`config.mk`:
```
export PLATFORM = sky130hd
export DESIGN_NAME = soundweb_stream_encoder
export DESIGN_NICKNAME = d
export VERILOG_FILES = /design/src/rtl/soundweb_stream_encoder.sv
export SDC_FILE = /design/constraint.sdc
export NUM_CORES = 1
export LEC_CHECK = 0
export BUFFER_PORTS_ARGS = -buffer_cell sky130_fd_sc_hd__clkbuf_2
export CORE_MARGIN = 4
export CORE_UTILIZATION = 60
export CTS_CLUSTER_DIAMETER = 40
export CTS_CLUSTER_SIZE = 30
export DETAILED_ROUTE_END_ITERATION = 12
export PLACE_DENSITY = 0.91
export SLEW_MARGIN = 5
export SYNTH_ARGS = -nofsm -noshare
export SYNTH_HDL_FRONTEND = slang
export SYNTH_SLANG_ARGS = --single-unit
```
`constraint.sdc`:
```
create_clock -name clk -period 4 [get_ports clk]
set_input_delay 0.8 -clock clk [delete_from_list [all_inputs] [get_ports clk]]
set_output_delay 0.8 -clock clk [all_outputs]
set_load 0.02 [all_outputs]
```
`src/rtl/soundweb_stream_encoder.sv`:
```
// Byte-stream framer for SoundWeb messages: STX, escaped body, optional escaped
// XOR checksum, ETX, with valid/ready flow control on both sides.
module soundweb_stream_encoder #(
    parameter int DATA_BYTES = 4,
    parameter bit CSUM_EN    = 1'b1
) (
    input  logic                    clk,
    input  logic                    reset_n,
    input  logic                    in_valid,
    output logic                    in_ready,
    input  logic [7:0]              in_command,
    input  logic [47:0]             in_address,
    input  logic [15:0]             in_sv,
    input  logic [8*DATA_BYTES-1:0] in_data,
    output logic                    out_valid,
    input  logic                    out_ready,
    output logic [7:0]              out_byte,
    output logic                    out_sop,
    output logic                    out_eop,
    output logic                    busy,
    output logic [15:0]             pkt_count
);

    // state    | meaning
    // IDLE     | waiting for a message, in_ready=1
    // STX      | 0x02 on out_byte
    // BODY     | raw byte (or its 0x1B escape prefix) on out_byte
    // ESC      | escaped raw byte (r+0x80) on out_byte
    // CSUM     | checksum (or its 0x1B escape prefix) on out_byte
    // CSUM_ESC | escaped checksum on out_byte
    // ETX      | 0x03 on out_byte
    typedef enum logic [2:0] {
        S_IDLE,
        S_STX,
        S_BODY,
        S_ESC,
        S_CSUM,
        S_CSUM_ESC,
        S_ETX
    } state_t;

    localparam int NRAW  = 9 + DATA_BYTES;
    localparam int RAW_W = 8 * NRAW;
    localparam int IDX_W = 5;

    state_t           state;
    logic [RAW_W-1:0] raw_q;
    logic [IDX_W-1:0] idx;
    logic [7:0]       csum;

    logic [7:0] raw_cur;
    logic [7:0] raw_next;
    logic [7:0] csum_nxt;
    logic       last_byte;
    state_t     adv_state;
    logic [7:0] adv_byte;

    function automatic logic needs_esc(input logic [7:0] b);
        return (b == 8'h02) || (b == 8'h03) || (b == 8'h06) ||
               (b == 8'h15) || (b == 8'h1B);
    endfunction

    // Raw bytes are kept in a shift register so the current byte is always the low byte.
    assign raw_cur   = raw_q[7:0];
    assign raw_next  = raw_q[15:8];
    assign csum_nxt  = csum ^ raw_cur;
    assign last_byte = (idx == IDX_W'(NRAW - 1));

    assign in_ready  = (state == S_IDLE);
    assign busy      = (state != S_IDLE);

    // What goes on the wire once the current raw byte has been fully sent.
    always_comb begin
        adv_state = S_BODY;
        adv_byte  = needs_esc(raw_next) ? 8'h1B : raw_next;
        if (last_byte) begin
            if (CSUM_EN) begin
                adv_state = S_CSUM;
                adv_byte  = needs_esc(csum_nxt) ? 8'h1B : csum_nxt;
            end else begin
                adv_state = S_ETX;
                adv_byte  = 8'h03;
            end
        end
    end

    always_ff @(posedge clk or negedge reset_n) begin
        if (!reset_n) begin
            state     <= S_IDLE;
            raw_q     <= '0;
            idx       <= '0;
            csum      <= 8'h00;
            out_valid <= 1'b0;
            out_byte  <= 8'h00;
            out_sop   <= 1'b0;
            out_eop   <= 1'b0;
            pkt_count <= 16'h0000;
        end else begin
            unique case (state)
                S_IDLE: begin
                    if (in_valid) begin
                        raw_q     <= {in_data, in_sv, in_address, in_command};
                        idx       <= '0;
                        csum      <= 8'h00;
                        state     <= S_STX;
                        out_valid <= 1'b1;
                        out_byte  <= 8'h02;
                        out_sop   <= 1'b1;
                        out_eop   <= 1'b0;
                    end
                end
                S_STX: begin
                    if (out_ready) begin
                        state    <= S_BODY;
                        out_sop  <= 1'b0;
                        out_byte <= needs_esc(raw_cur) ? 8'h1B : raw_cur;
                    end
                end
                S_BODY, S_ESC: begin
                    if (out_ready) begin
                        if (state == S_BODY && needs_esc(raw_cur)) begin
                            state    <= S_ESC;
                            out_byte <= raw_cur + 8'h80;
                        end else begin
                            csum     <= csum_nxt;
                            raw_q    <= {8'h00, raw_q[RAW_W-1:8]};
                            idx      <= idx + 1'b1;
                            state    <= adv_state;
                            out_byte <= adv_byte;
                            out_eop  <= (adv_state == S_ETX);
                        end
                    end
                end
                S_CSUM: begin
                    if (out_ready) begin
                        if (needs_esc(csum)) begin
                            state    <= S_CSUM_ESC;
                            out_byte <= csum + 8'h80;
                        end else begin
                            state    <= S_ETX;
                            out_byte <= 8'h03;
                            out_eop  <= 1'b1;
                        end
                    end
                end
                S_CSUM_ESC: begin
                    if (out_ready) begin
                        state    <= S_ETX;
                        out_byte <= 8'h03;
                        out_eop  <= 1'b1;
                    end
                end
                S_ETX: begin
                    if (out_ready) begin
                        state     <= S_IDLE;
                        out_valid <= 1'b0;
                        out_byte  <= 8'h00;
                        out_eop   <= 1'b0;
                        idx       <= '0;
                        pkt_count <= pkt_count + 16'h0001;
                    end
                end
                default: begin
                    state     <= S_IDLE;
                    out_valid <= 1'b0;
                    out_sop   <= 1'b0;
                    out_eop   <= 1'b0;
                end
            endcase
        end
    end

endmodule

```
==> results.yml, run 1 <==
yosys:
  synth_area_leaders: "dfrtp_1, nand2_1, a31oi_1"
  synth_edf_count: 0
  netlist_area_um2: 7340
  syn-instance-count: 862
  ys_warn_count: 0
  synth-seq-cells: 147
  avgSynthCellArea_um2: 8.51
  async_flop_share_pct: 100
  synth.largest_area_cell: "dfrtp_1"
  seq_area_frac_synth_pct: 50.1
  syn-num-nets: 973
  netlist_top_cells_count: "nand2_1, dfrtp_1, nor2_1"
  synth_cell_types: 60
  synth_most_common_cell: "nand2_1"
  synth-main-ff-cell: "dfrtp_1"
  synth_top_area_share_pct: 50.1
global_route:
  antenna_found_initial: 0
  overflow: 0
  grtUsageTotal_pct: 26.4
  grt_pass1_wl_mm: 30.2
  grt_max_degree: 163
  grt_pass1_vias: 6406
worst_setup_path:
  r2r_slack_ps: 1420
  cp_top_family: "flip-flops"
  arrival_ps: 1830
  worst-path-stages: 4
  crit_path_start_kind: "register"
  path_cells: "inv_1, nand2_1, inv_1, clkbuf_2"
  reg2reg_depth: 8
  cp_max_fo: 15
  cp_data_required_time_ps: 3200
  crit_type: "reg -> out"
  reg2reg_from: "raw_q[1]"
  crit_buf_inv: 3
  rr_endpoint: "csum[3]"
  critical_path.most_common_cell: "inv_1"
  crit_slowest_cell: "dfrtp_1"
  critPathMaxStageDelay_ps: 690
  worstSetupEndpointType: "output pin"
detailed_routing:
  wl_mm: 18.3
  wl_per_cell_um: 16.3
  vias: 6645
  dr.first_iter.drc_count: 565
  drc_errors: 0
  ant_nets: 0
  drt_first_pass_iters: 6
  routed_via_density: 5.91
placed_design:
  dp_hpwl_mm: 12.1
  place_ws_ps: 1510
  gp_congestion: 0.942
  placement.io_buffers: 136
  dp.cells: 1092
cts:
  tritoncts: "built"
  cts_root_buffer: "clkbuf_16"
  cts.sinks: 147
  max-clock-path-buffers: 2
  cts_made_buffers: 17
  cts-resized-gates: 0
  h-tree-depth: 4
  path_clk_slew_ps: 70
  clk-insertion-delay-late_ps: 430
  cts.hold.buffers_added: 0
  cts_setup_buffers: 0
timing:
  fin_crit_sh_pct: 65.7
  max_freq_mhz: 381
  tightest_slew_ps: 1050
  min_period_ps: 2630
  hold_viol_final: 0
  skew_ps: 9.46
  relSlewSlack_pct: 30.1
  setup_viol: 0
  drv_slew: 0
  fin_ws_ps: 1370
  whs_ps: 470
  tns_ps: 0
  rsz0062_at_grt: "false"
outcome:
  run_status: "finished clean"
die:
  die_area_um2: 14100
  io_pins: 137
  rows: 40
  die_h_um: 119
  die_w_um: 119
  core_area_um2: 12000
  start_util_pct: 61.1
layout:
  regArea_um2: 3680
  multi_input_area_um2: 3300
  instances_no_fill: 1124
  final_layout_size_suffix_gt1_share_pct: 19.9
  fin_util_pct: 71.5
  final_nets: 1075
  num_antenna_cells: 0
  fill_cells: 881
  syn2layout_area_growth_pct: 16.9
min_path:
  holdPathEnd: "pkt_count[15]"
  min_from: "pkt_count[15]"
  hp-class: "reg -> reg"
  hold_depth: 1
power:
  p_leak_nw: 4.00
  peakVddDrop_v: 0.000470
  power.density_nw_per_um2: 830
job:
  cap_viol_max_count: 0
[through the flow]
| step | total power, W | area, um2 |
|---|---|---|
| after CTS | 0.00711 | 8580 |
| after global placement | 0.00525 | 7960 |
| after detailed placement | 0.00539 | 7960 |
| after floorplan | 0.00480 | 7340 |
| final | 0.00713 | 8580 |
| after global routing | 0.00764 | 8580 |
[cells in the final DEF, fill, tap and decap left out, types with 8 or more instances in the layout]
master and instances:
inv_1 11, o21ai_0 39, clkbuf_2 135, a21oi_1 14, xnor2_1 18, a22o_1 9
nand2_1 243, nand2b_1 8, clkbuf_16 17, nand3_1 10, nor2_1 120, dfrtp_1 147
a31oi_1 100
[worst register-to-register path: cells and delay by family (launching register included)]
family	cells	cell delay (ps)
buffers and inverters	1	430
flip-flops	1	700
AO/OA/AOI/OAI	4	780
AND/OR/NAND/NOR	3	540
[where the power goes]
part / total [W] / switching (W) / internal, W
combinational: 0.00271 / 0.00169 / 0.00102
clock: 0.00167 / 0.000649 / 0.00102
sequential: 0.00274 / 0.000618 / 0.00213
[cells by family after synthesis]
family                     Yosys count  share of synthesized area, %
and+or+nand+nor                    415                          23.3
AOI/OAI and AO/OA                  199                          17.6
DFF                                147                          50.1
buffers and inverters               71                          5.17
xor gates and xnor gates            24                          2.86
muxes                                3                         0.494
adders and majority gates            3                         0.511
[registers in the layout (all words and copies together) (netlist names)]
name,cells
csum,8
idx,5
out_byte,8
out_eop,1
out_sop,1
out_valid,1
pkt_count,16
raw_q,104
state,3
[worst max path at each step]
stage	from	end	slack, ps
after floorplan	state[0]	out_eop	1940
after global placement	state[2]	idx[2]	1590
after detailed placement	out_ready	csum[1]	1510
after CTS	state[2]	in_ready	1390
after global routing	state[2]	idx[2]	1180
final	state[2]	in_ready	1370
[routing by layer]
layer / vias up / share of wire (%) / GRT usage [%]
li1: 3156 / - / -
met1: 3138 / 40 / 34.0
met2: 293 / 49 / 42.6
met3: 58 / 7.4 / 6.32
met4: 0 / 2.9 / 11.4
met5: - / 0 / 0
[cell type report]
type,count,share of cell area [%]
multi-input cells,644,38.5
repair buffers,143,8.76
well taps,147,2.14
clock buffers,19,5.28
clock inverters,13,1.98
inverters,11,0.481
flip-flops and latches,147,42.9
Note: power is estimated with default switching activity, not from simulation.
==> run 2: changes to the inputs <==
- CORE_UTILIZATION: 60 -> 56
- PLACE_DENSITY: 0.91 -> 0.86
- clock period: 4 -> 2.6 ns (I/O delays scaled with it)
==> run 2 against run 1 <==
Count of clock-buffer cells in the layout did not move. Cell count is 2.6% higher. Worst hold slack worse by 390 ps. Largest cell class unchanged. Combinational power increased by 59%. Global-route usage is 1.2 points lower. Die area up 6.7%.
==> results.yml, run 2 (same netlist as run 1, synthesis figures left out) <==
outcome:
  run_status: "finished clean"
power:
  peakVddDrop_v: 0.000734
  power.density_nw_per_um2: 1250
  p_sw_w: 0.00446
  total_power_w: 0.0108
  swShare_pct: 41.4
  p_leak_nw: 4.02
  comb_power_share_pct: 39.9
  p_int_w: 0.00631
  pwr-share-clk_pct: 21.4
  p_seq_share_pct: 38.6
worst_setup_path:
  cp_max_fo: 100
  worstSetupEndpointType: "register"
  startpoint: "raw_q[1]"
  path_cells: "nand3_1, nand2b_1, o311ai_4, a21oi_4, buf_6, nor2_1, a31oi_1"
  crit_path_start_kind: "register"
  cp_data_required_time_ps: 2930
  crit_slowest_cell: "dfrtp_1"
  arrival_ps: 2720
  crit_buf_inv: 1
  crit_type: "reg -> reg"
  r2r_slack_ps: 210
  critPathMaxStageDelay_ps: 670
  reg2reg_from: "raw_q[1]"
  cp_top_family: "flip-flops"
global_route:
  grt_max_degree: 201
  grt_pass1_vias: 6363
  overflow: 0
  grtUsageTotal_pct: 25.2
  antenna_found_initial: 0
  grt_pass1_wl_mm: 29.9
cts:
  max-clock-path-buffers: 2
  cts_made_buffers: 17
  cts.sinks: 147
  cts_setup_buffers: 0
  clk-insertion-delay-late_ps: 420
  path_clk_slew_ps: 60
  cts.hold.buffers_added: 0
  cts_root_buffer: "clkbuf_16"
  h-tree-depth: 4
  tritoncts: "built"
placed_design:
  placement.io_buffers: 136
  dp_hpwl_mm: 12.1
  gp_congestion: 0.925
timing:
  fin_crit_sh_pct: 91.9
  hold_viol_final: 0
  skew_ps: 8.74
  tns_ps: 0
  whs_ps: 80.3
  min_period_ps: 2390
  relSlewSlack_pct: 54.2
  setup_viol: 0
  tightest_slew_ps: 687
  drv_slew: 0
  rsz0062_at_grt: "false"
  max_freq_mhz: 419
layout:
  reg_top3: "raw_q: 104 flops, pkt_count: 16 flops"
  final_common_cell: "nand2_1"
  regMostFlops: "raw_q"
  num_antenna_cells: 0
  syn2layout_area_growth_pct: 17.7
  fin_util_pct: 67.9
  largest_register_ffs: 104
  final_nets: 1081
  final_layout_size_suffix_gt1_share_pct: 20.0
  final_cell_mix: "nand2_1, dfrtp_1, clkbuf_2, nor2_1, a31oi_1"
  fill_cells: 1038
detailed_routing:
  dr.first_iter.drc_count: 756
  wl_mm: 18.3
  vias: 6753
  ant_nets: 0
  routed_via_density: 5.86
  drc_errors: 0
  wl_per_cell_um: 15.9
  drt_first_pass_iters: 6
die:
  die_area_um2: 15000
  die_h_um: 122
  start_util_pct: 57.7
  die_w_um: 122
  core_area_um2: 12700
  rows: 41
  io_pins: 137
min_path:
  hp-class: "in -> async"
job:
  cap_viol_max_count: 0
[run 2: area by class of cell]
class	instances	area [um2]	share of cell area, %
clock buffer	19	433	5.01
clock inverter	11	114	1.32
inverter	11	41.3	0.478
multi-input combinational	644	3300	38.2
sequential	147	3680	42.6
tap	172	215	2.49
timing repair buffer	149	856	9.90
[run 2: timing repair]
item	in CTS	in global routing
endpoints found under the setup margin	0	8
endpoints found under the hold margin	0	0
gates resized for setup	0	2
[run 2: metal layers]
| layer | GRT usage (%) | wire length (um) | part of all wire (%) |
|---|---|---|---|
| met4 | 10.6 | 427 | 2.3 |
| met5 | 0 | 0 | 0 |
| met3 | 5.07 | 1370 | 7.5 |
| met1 | 33.7 | 7560 | 41 |
| met2 | 40.3 | 8970 | 49 |
[run 2: worst paths after layout]
check	end	cells past startpoint
max in group asynchronous	raw_q[32]	2
min in group clk	raw_q[101]	2
min reg2reg	pkt_count[15]	1
min	pkt_count[8]	1
max reg2reg	raw_q[3]	7
max	raw_q[3]	7
[run 2: per-stage QoR]
step / worst slack [ps] / area, um2 / instances
after floorplan: 536 / 7340 / 862
after global placement: 310 / 8080 / 1122
after detailed placement: 203 / 8080 / 1122
after CTS: 98.8 / 8630 / 1152
after global routing: 109 / 8640 / 1153
final: 211 / 8640 / 1153
[run 2: power groups by stage]
stage,clock (W),sequential (W),combinational [W]
4_1_cts,0.00233,0.00413,0.00426
3_5_place_dp,0,0.00415,0.00423
3_3_place_gp,0,0.00411,0.00409
6_report,0.00231,0.00416,0.00430
2_1_floorplan,0,0.00385,0.00353
5_1_grt,0.00243,0.00428,0.00489
